`src/rtl/instr_fetch_queue.sv`:
```
// Fetch front end: issues word fetches to the I-cache and queues {word, pc} for decode; head visible 1 cycle after return.
// Decode backpressure via freeze/not-ready stops pops only; fetching continues until the queue is full.
module instr_fetch_queue #(
  parameter int unsigned DEPTH    = 4,
  parameter logic [31:0] RESET_PC = 32'h0040_0000
) (
  input  logic                       CLK,
  input  logic                       RESET,
  input  logic                       Request_Alt_PC_IN,
  input  logic [31:0]                Alt_PC_IN,
  input  logic                       WANT_FREEZE_IN,
  input  logic                       Request_Instr1_IN,
  output logic                       IC_Req_OUT,
  output logic [31:0]                IC_Addr_OUT,
  input  logic                       IC_Valid_IN,
  input  logic [31:0]                IC_Data_IN,
  output logic [31:0]                Instr1_OUT,
  output logic                       Instr1_Valid_OUT,
  output logic [31:0]                Instr_PC_OUT,
  output logic [31:0]                Instr_PC_Plus4_OUT,
  output logic [$clog2(DEPTH):0]     Queue_Count_OUT
);

  localparam int unsigned PW = $clog2(DEPTH);
  localparam int unsigned CW = PW + 1;

  typedef struct packed {
    logic [31:0] word;
    logic [31:0] pc;
  } entry_t;

  typedef enum logic [1:0] {S_IDLE, S_WAIT, S_DISCARD} state_t;

  entry_t        mem_q [DEPTH];
  entry_t        head;
  logic [PW-1:0] rd_q, rd_d, wr_q, wr_d;
  logic [CW-1:0] cnt_q, cnt_d, cnt_pp;
  state_t        st_q, st_d;
  logic [31:0]   fpc_q, fpc_d, rpc_q, rpc_d, addr_q, addr_d;
  logic          pend_q, pend_d, req_q, req_d;
  logic          pop, ret, push, redir_now;

  assign pop    = Request_Instr1_IN && !WANT_FREEZE_IN && (cnt_q != '0);
  assign ret    = req_q && IC_Valid_IN;
  assign push   = ret && (st_q == S_WAIT);
  assign cnt_pp = cnt_q - CW'(pop) + CW'(push);
  // A redirect acts immediately once the delay slot is already in hand (popped or at the head).
  assign redir_now = Request_Alt_PC_IN && (pop || (cnt_pp != '0));

  always_comb begin
    rd_d   = rd_q + PW'(pop);
    wr_d   = wr_q + PW'(push);
    cnt_d  = cnt_pp;
    fpc_d  = fpc_q;
    pend_d = pend_q;
    rpc_d  = rpc_q;
    st_d   = st_q;
    req_d  = req_q;
    addr_d = addr_q;

    if (push) begin
      if (pend_q) begin
        fpc_d  = rpc_q;
        pend_d = 1'b0;
      end else begin
        fpc_d = addr_q + 32'd4;
      end
    end

    if (Request_Alt_PC_IN) begin
      if (redir_now) begin
        fpc_d  = Alt_PC_IN;
        pend_d = 1'b0;
        cnt_d  = pop ? '0 : CW'(1);
        wr_d   = rd_d + PW'(!pop);
      end else begin
        pend_d = 1'b1;
        rpc_d  = Alt_PC_IN;
      end
    end

    if (st_q == S_IDLE || ret) begin
      if (cnt_d < CW'(DEPTH)) begin
        req_d  = 1'b1;
        addr_d = fpc_d;
        st_d   = S_WAIT;
      end else begin
        req_d = 1'b0;
        st_d  = S_IDLE;
      end
    end else if (redir_now) begin
      st_d = S_DISCARD;
    end
  end

  always_ff @(posedge CLK or negedge RESET) begin
    if (!RESET) begin
      rd_q   <= '0;
      wr_q   <= '0;
      cnt_q  <= '0;
      st_q   <= S_IDLE;
      fpc_q  <= RESET_PC;
      pend_q <= 1'b0;
      rpc_q  <= '0;
      req_q  <= 1'b0;
      addr_q <= '0;
    end else begin
      rd_q   <= rd_d;
      wr_q   <= wr_d;
      cnt_q  <= cnt_d;
      st_q   <= st_d;
      fpc_q  <= fpc_d;
      pend_q <= pend_d;
      rpc_q  <= rpc_d;
      req_q  <= req_d;
      addr_q <= addr_d;
    end
  end

  always_ff @(posedge CLK) begin
    if (push) mem_q[wr_q] <= '{word: IC_Data_IN, pc: addr_q};
  end

  assign head               = mem_q[rd_q];
  assign Instr1_Valid_OUT   = (cnt_q != '0);
  assign Instr1_OUT         = Instr1_Valid_OUT ? head.word : '0;
  assign Instr_PC_OUT       = Instr1_Valid_OUT ? head.pc : '0;
  assign Instr_PC_Plus4_OUT = Instr1_Valid_OUT ? head.pc + 32'd4 : '0;
  assign Queue_Count_OUT    = cnt_q;
  assign IC_Req_OUT         = req_q;
  assign IC_Addr_OUT        = addr_q;

endmodule

```
`config.mk`:
```
export PLATFORM = sky130hd
export DESIGN_NAME = instr_fetch_queue
export DESIGN_NICKNAME = d
export VERILOG_FILES = /design/src/rtl/instr_fetch_queue.sv
export SDC_FILE = /design/constraint.sdc
export NUM_CORES = 1
export LEC_CHECK = 0
export CORE_ASPECT_RATIO = 0.8
export CORE_MARGIN = 2
export CORE_UTILIZATION = 30
export CTS_BUF_LIST = sky130_fd_sc_hd__clkbuf_4
export CTS_CLUSTER_SIZE = 25
export DETAILED_ROUTE_END_ITERATION = 8
export PLACE_DENSITY = 0.58
export SLEW_MARGIN = 20
export SYNTH_ARGS = -nofsm -noshare
export SYNTH_HDL_FRONTEND = slang
export SYNTH_SLANG_ARGS = --single-unit
export TNS_END_PERCENT = 30
```
`constraint.sdc`:
```
create_clock -name CLK -period 14.69 [get_ports CLK]
set_clock_uncertainty 0.1 [all_clocks]
set_input_delay 1.469 -clock CLK [delete_from_list [all_inputs] [get_ports CLK]]
set_output_delay 1.469 -clock CLK [all_outputs]
set_load 0.005 [all_outputs]
```
Yosys cells after proc, flatten, opt, wreduce, memory -nomap -nowiden:

Memory sizes are Yosys's and may differ from the RTL's.
Cells that the tools add are included.

* $add $sub $neg: 7
* reductions and logical operators: 16
* eq/ne operators: 1
* multiplexer cells: 21
* bitwise operators: 1
* order comparisons: 1

Operators by type and width (count)
* $mux W32: 7
* $add A32 B3 Y32 const B: 2
* $mux W1: 8
* $mux W2: 4
* $add A2 B1 Y2: 3
* $mux W3: 2
* $reduce_bool A3 Y1: 2
* $logic_and A1 B1 Y1: 5
* $reduce_and A2 Y1: 2
* $reduce_bool A2 Y1: 2
* $add A3 B1 Y3: 1
* $lt A3 B3 Y1 const B: 1
* $sub A3 B1 Y3: 1
* $eq A2 B1 Y1 const B: 1
* $logic_not A1 Y1: 2
* $logic_not A2 Y1: 1
* $logic_or A1 B1 Y1: 2
* $not A1 Y1: 1

* bits in writable memories: 256
* word-level logic and storage cells: 57
* memories: 1
* register bits: 107
* output and inout bits: 133

Memory list
* mem_q: words 4, width 64, read ports 1, clocked after memory_dff 0, wr ports 1, line 34 `entry_t mem_q [DEPTH];`

Depth between registers and ports, before layout:

Gate-level depths: netlist (run 1).

* depth in word-level cells: 13
* depth in mapped cells: 14
* mapped depth without buffers: 12

Worst setup path after synthesis (run 1):

Ideal clock, no wire load.

* kind: input port to flip-flop
* from: input IC_Valid_IN
* to: memory mem_q[1][0] (netlist name), enable pin
* data required time: 14012 ps
* arrival: 6845 ps
* setup time: 578 ps
* stages on the path: 4
* path buffers: 2
* setup slack: 7167 ps
* path through: nand4b_1 -> clkbuf_1 -> buf_1 -> nor3b_1

* cells in the longest elaborated chain, start to end: 4

Ends and longest elaborated chain
* start: declaration: line 15 `input logic IC_Valid_IN,`
* $logic_and A1 B1 Y1: line 44 `assign ret = req_q && IC_Valid_IN;`
* $logic_and A1 B1 Y1: line 45 `assign push = ret && (st_q == S_WAIT);`
* $mux W1: line 121 `if (push) mem_q[wr_q] <= '{word: IC_Data_IN, pc: addr_q};`
* $mux W1 (implied by the code): line 121
* end: declaration: line 34

Every way passes these cells.

Final worst setup path (run 1):

* from: register rd_q[1]
* to: output Instr_PC_Plus4_OUT[31]

* cells in the longest elaborated chain, start to end: 3

Ends and longest elaborated chain
* start: declaration: line 36 `logic [PW-1:0] rd_q, rd_d, wr_q, wr_d;`
* start signal: assignment: line 108 `rd_q <= rd_d;`
* $mem_v2 Z4 W64
* $add A32 B3 Y32: line 128 `assign Instr_PC_Plus4_OUT = Instr1_Valid_OUT ? head.pc + 32'd4 : '0;`
* $mux W32: line 128
* end: declaration: line 20 `output logic [31:0] Instr_PC_Plus4_OUT,`

Every way passes these cells.

==> reports/metrics.cfg, run 1 <==
[outcome]
status=complete, no violations

[power_and_ir_drop]
pwr-share-seq=0.387
max-vdd-ir-drop_v=0.0000955
leakage_nw=6.85
p_clk_frac=0.197
switching_share=0.349
power.density_nw_per_um2=216
switchingPower_w=0.00148
internal-power_w=0.00277
totalPowerFinal_w=0.00425
combinationalPowerShare=0.416

[clock_tree]
cts_setup_buffers=0
cts-buffers-inserted=96
cts.reportedPaths.clkPinSlew_ns=0.07
ctsResizeCount=0
htreeDepth=3
cts_buffer_depth=3
cts.root.buffer_cell=clkbuf_4
cts_sinks=363
clk-insertion-delay-late_ns=0.80
cts_tree=yes
ctsHoldBuffers=0

[sta]
fin_crit_ns=6.16
finalHoldViolCount=0
final_max_slew_viol_count=0
finalSetupTns_ns=0
worst_pin_slew_ns=0.996
fin_ws_ns=8.53
rsz0062_at_grt=false
setup_viol=0
maxClockFrequency_ghz=0.162
slew_headroom=0.331
post-route-period-util=0.420

[yosys]
syn_inst=1058
synth_edf_count=256
synth_async_sr_flop_share=0.295
yosys_register_bits=363
yosysWarnings=0
syn_area_um2=15700
synth-seq-area-share=0.659
synthTopCellsByArea=edfxtp_1 (49%), dfrtp_1 (17%), mux4_2 (9.0%)
yosys.area.top_type=edfxtp_1
synth_flop_cell=edfxtp_1
synth.distinct_cells=62
syn_nets=1133
netlist.area_leader.share=0.488
syn_area_per_cell_um2=14.9

[finish]
nets=1394
fillCellCount=5028
regArea_um2=10400
drive_gt1_frac=0.215
mostFrequentLayoutCells=edfxtp_1 (256), clkdlybuf4s50_1 (201), clkbuf_4 (138)
multi_input_area_um2=5070
layout_commonest_cell=edfxtp_1
final_util=0.377
synthToLayoutAreaGrowth_pct=25.1
stdcell_area_um2=19700

[die]
core_um2=52200
num_rows=75
start_util=0.302
fp.dieArea_um2=54300
die_x_um=260
pin_count=203
die_h_um=209

[worst_hold_path]
hold_path_class=flip-flop to flip-flop

[grt]
gr-total-overflow=0
grt_start_max_net_pins=87
grt_pass1_wl_um=64000
grt_usage=0.157
grt_pass1_vias=10400
antenna_found_initial=2

[routing]
wl_um=42100
drtAntennaViolNets=0
wl_per_cell_um=20.2
drc=0
drt_pre_antenna_iters=8
via_per_inst=4.87
drtIter0Drc=617
vias=10100

[flow_run]
drv_cap=0

[critical_path]
start_kind=flip-flop
critPathRequiredTime_ns=13.12
critical_path_class=flip-flop to output port
critPathArrivalTime_ns=4.60
end_kind=output port
crit_fanout=48

[place]
post-place-ws_ns=9.03
routabilityCongestion=0.766
numPortBuffers=202
post-dp-hpwl_um=26100
postPlaceCellArea_um2=18500

==> layer usage <==
| metal | share of wire | wire length [um] | up-vias | track usage |
|---|---|---|---|---|
| li1 | - | - | 4615 | - |
| met1 | 0.46 | 19200 | 5143 | 0.221 |
| met2 | 0.46 | 19500 | 307 | 0.241 |
| met3 | 0.060 | 2520 | 67 | 0.0366 |
| met4 | 0.020 | 839 | 0 | 0.0475 |
| met5 | 0 | 0 | - | 0 |
==> critical path, cell delays in order, from the launching register on <==
cell,delay (ns)
dfrtp_4,0.64
buf_4,0.72
mux2i_1,0.16
mux2_2,0.35
nor4_2,0.88
nand4_1,0.21
xor2_1,0.20
nor2_1,0.10
clkdlybuf4s50_1,0.51
==> cell usage after synthesis, types with 2 or more instances <==
library cell,number
edfxtp_1,256
dfrtp_1,106
nor2_1,80
and2_1,65
nand2_1,65
mux4_2,63
mux2_2,50
o21ai_0,37
clkbuf_1,35
xor2_1,30
nand3_1,26
a21oi_1,22
xnor2_1,17
nand4_1,16
nor3_1,15
a31oi_1,13
nor4_1,13
o21a_1,13
inv_1,12
buf_1,10
mux2i_1,10
o31ai_1,7
a22o_1,6
buf_2,6
buf_4,6
o211ai_1,6
o31a_1,6
and3_1,5
nand2b_1,5
a21o_1,4
and4_1,4
ha_1,4
o22ai_1,4
or3_1,4
nor2b_1,3
a221oi_1,2
buf_6,2
nand4b_1,2
nor3b_1,2
o21ai_1,2
o22a_1,2
or4_1,2
==> logic make-up (layout without fill, tap and decap cells) <==
logic type / after synthesis / count (layout) / synth area share
and+or+nand+nor: 314 / 314 / 0.102
xor gates and xnor gates: 48 / 48 / 0.0276
DFF: 363 / 363 / 0.659
other: 0 / 2 / 0
AOI/OAI and AO/OA: 132 / 132 / 0.0543
buffers and inverters: 73 / 399 / 0.0210
muxes: 123 / 123 / 0.132
adders and majority gates: 5 / 5 / 0.00445
==> power groups by stage <==
stage               combinational (W)  sequential [W]  clock, W
floorplan                     0.00103         0.00153         0
global placement              0.00179         0.00166         0
detailed placement            0.00180         0.00167         0
CTS                           0.00180         0.00165  0.000876
global route                  0.00193         0.00168  0.000926
finish                        0.00177         0.00164  0.000837
==> path summary, 6_finish.rpt <==
check / from / endpoint / slack (ns) / depth (start not counted)
worst max-delay path: rd_q[1]$_DFF_PN0_ / Instr_PC_Plus4_OUT[31] / 8.53 / 8
min in group asynchronous: RESET / rpc_q[0]$_DFFE_PN0P_ / 0.49 / 1
worst min register to register: rpc_q[23]$_DFFE_PN0P_ / rpc_q[23]$_DFFE_PN0P_ / 0.39 / 2
max in group asynchronous: RESET / rd_q[1]$_DFF_PN0_ / 12.85 / 2
worst min-delay path: rpc_q[23]$_DFFE_PN0P_ / rpc_q[23]$_DFFE_PN0P_ / 0.39 / 2
worst max register to register: Queue_Count_OUT[1]$_DFF_PN0_ / IC_Addr_OUT[13]$_DFFE_PN0P_ / 10.28 / 13
==> flip-flops by register name (all words and copies together), names as in the netlist <==
register         cells
mem_q              256
IC_Addr_OUT         32
fpc_q               32
rpc_q               32
Queue_Count_OUT      3
rd_q                 2
st_q                 2
wr_q                 2
IC_Req_OUT           1
pend_q               1
==> final cells by class <==
| type | count | share of cell area |
|---|---|---|
| flip-flops and latches | 363 | 0.527 |
| multi-input cells | 622 | 0.258 |
| repair buffers | 223 | 0.111 |
| clock buffers | 138 | 0.0526 |
| well taps | 693 | 0.0440 |
| clock inverters | 25 | 0.00546 |
| inverters | 13 | 0.00248 |
| diodes | 2 | 0.000254 |
==> through the flow <==
stage          instances  hold WS (ns)
3_5_place_dp        1914         0.371
3_3_place_gp        1914         0.368
4_1_cts             2077         0.381
5_1_grt             2078         0.398
6_report            2079         0.389
2_1_floorplan       1058         0.350
(Power assumes the default switching activity.)
==> run 2, diff against run 1 <==
--- a/config.mk
+++ b/config.mk
@@ -11,7 +11,7 @@
 export CTS_BUF_LIST = sky130_fd_sc_hd__clkbuf_4
 export CTS_CLUSTER_SIZE = 25
 export DETAILED_ROUTE_END_ITERATION = 8
-export PLACE_DENSITY = 0.58
+export PLACE_DENSITY = 0.59
 export SLEW_MARGIN = 20
 export SYNTH_ARGS = -nofsm -noshare
 export SYNTH_HDL_FRONTEND = slang
==> constraint.sdc (replaced) <==
create_clock -name CLK -period 5.5 [get_ports CLK]
set_clock_uncertainty 0.1 [all_clocks]
set_input_delay 0.55 -clock CLK [delete_from_list [all_inputs] [get_ports CLK]]
set_output_delay 0.55 -clock CLK [all_outputs]
set_load 0.005 [all_outputs]
==> run 2 against run 1 <==
  * Die area unchanged
  * Clock power rose to 2.8 times the previous value
  * Critical path type unchanged
  * Combinational power rose to 2.7 times the previous value
  * Sequential power rose to 2.7 times the previous value
  * Final cell count up 0.67%
  * Largest cell class unchanged
  * Register-to-register slack worse by 8.7 ns
  * First-iteration DRC count down 9.2%
  * Power rose to 2.7 times the previous value
  * Hold slack worse by 0.22 ns
==> reports/metrics.cfg, run 2 (synthesis results as in run 1) <==
[sta]
fin_crit_ns=4.88
post-route-period-util=0.887
slew_headroom=0.376
finalSetupTns_ns=0
setup_viol=0
final_max_slew_viol_count=0
rsz0062_at_grt=false
finalHoldViolCount=0
maxClockFrequency_ghz=0.205
worst_pin_slew_ns=0.928

[critical_path]
critPathTopFamily=simple AND/OR/NAND/NOR gates
end_kind=output port
cp.buffers_inverters=1
crit_fanout=29
critPathArrivalTime_ns=4.23
critical_path.cell_chain=mux4_2, nand4_1, nor4_2, nand4_1, xor2_1, nor2_1, clkdlybuf4s50_1
critPathRequiredTime_ns=4.85
start_kind=flip-flop
timing.critical_path.slowest_stage_cell=nor4_2
critical_path_class=flip-flop to output port
crit_path_frequent_cell=nand4_1
cp_slowest_stage_delay_ns=0.86

[routing]
via_per_inst=4.81
vias=10100
drtIter0Drc=560
drtAntennaViolNets=0
drc=0
wl_per_cell_um=19.8
drt_pre_antenna_iters=7
wl_um=41500

[clock_tree]
cts_tree=yes
cts_buffer_depth=3
clk-insertion-delay-late_ns=0.85
htreeDepth=3
cts-buffers-inserted=99
cts.reportedPaths.clkPinSlew_ns=0.07
cts_sinks=363
cts.root.buffer_cell=clkbuf_4
ctsResizeCount=0

[power_and_ir_drop]
combinationalPowerShare=0.413
leakage_nw=6.92
p_clk_frac=0.206
totalPowerFinal_w=0.0115
max-vdd-ir-drop_v=0.000267
switching_share=0.347
switchingPower_w=0.00398
power.density_nw_per_um2=579
internal-power_w=0.00750
pwr-share-seq=0.381

[die]
core_um2=52200
pin_count=203
fp.dieArea_um2=54300
num_rows=75
die_h_um=209
die_x_um=260
start_util=0.302

[grt]
grt_usage=0.154
grt_pass1_vias=10400
antenna_found_initial=3
grt_pass1_wl_um=62900
grt_start_max_net_pins=71
gr-total-overflow=0

[finish]
mostFrequentLayoutCells=edfxtp_1 (256), clkdlybuf4s50_1 (201), clkbuf_4 (144)
top_register=mem_q
synthToLayoutAreaGrowth_pct=26.0
layout_commonest_cell=edfxtp_1
nets=1399
largest_reg_flops=256
drive_gt1_frac=0.221

[place]
post-dp-hpwl_um=26500
routabilityCongestion=0.755
numPortBuffers=202

[worst_hold_path]
hold_path_class=input port to asynchronous set/reset pin

[flow_run]
drv_cap=0

[outcome]
status=complete, no violations

run 2: cell type report:
| type | instances | area [um^2] |
|---|---|---|
| Antenna cell | 5 | 12.5 |
| Sequential cell | 363 | 10400 |
| Clock buffer | 144 | 1080 |
| Fill cell | 5004 | 32300 |
| Clock inverter | 28 | 161 |
| Timing Repair Buffer | 225 | 2210 |
| Multi-Input combinational cell | 622 | 5080 |
| Inverter | 13 | 48.8 |
| Tap cell | 693 | 867 |
run 2: path summary, 6_finish.rpt:
path,start,end,slack (ns),cells past startpoint
max,rd_q[1]$_DFF_PN0_,Instr_PC_Plus4_OUT[31],0.62,7
min,RESET,rpc_q[31]$_DFFE_PN0P_,0.17,2
max reg2reg,Queue_Count_OUT[1]$_DFF_PN0_,IC_Addr_OUT[2]$_DFFE_PN0P_,1.60,12
min reg2reg,rpc_q[23]$_DFFE_PN0P_,rpc_q[23]$_DFFE_PN0P_,0.40,2
max in group asynchronous,RESET,rd_q[1]$_DFF_PN0_,3.70,3
min in group CLK,Alt_PC_IN[23],fpc_q[23]$_DFF_PN0_,0.20,3
run 2: power groups by stage:
stage,combinational (W),sequential (W),clock (W)
2_1_floorplan,0.00275,0.00409,0
3_3_place_gp,0.00478,0.00439,0
3_5_place_dp,0.00483,0.00443,0
4_1_cts,0.00485,0.00438,0.00246
5_1_grt,0.00519,0.00447,0.00260
6_report,0.00474,0.00437,0.00236
run 2: timing repair:
item	CTS	global route
endpoints found under the hold margin	37	0
setup buffers	0	0
hold buffers	1	0
run 2: per-stage QoR:
| stage | utilization | cell area, um^2 | worst slack [ns] | std cells | hold WS [ns] |
|---|---|---|---|---|---|
| floorplan | - | 15700 | -0.732 | 1058 | 0.154 |
| global placement | 0.356 | 18600 | 1.18 | 1915 | 0.372 |
| detailed placement | 0.356 | 18600 | 1.05 | 1915 | 0.385 |
| CTS | 0.380 | 19800 | 0.488 | 2088 | 0.0995 |
| global route | 0.380 | 19800 | 0.230 | 2092 | 0.133 |
| finish | 0.380 | 19800 | 0.620 | 2093 | 0.168 |
run 2: layer usage:
metal  vias to the layer above  GRT usage  part of all wire
met4                         2     0.0534             0.019
met3                        62     0.0414             0.059
li1                       4625          -                 -
met1                      5082      0.212              0.46
met5                         -          0           0.00031
met2                       298      0.236              0.47
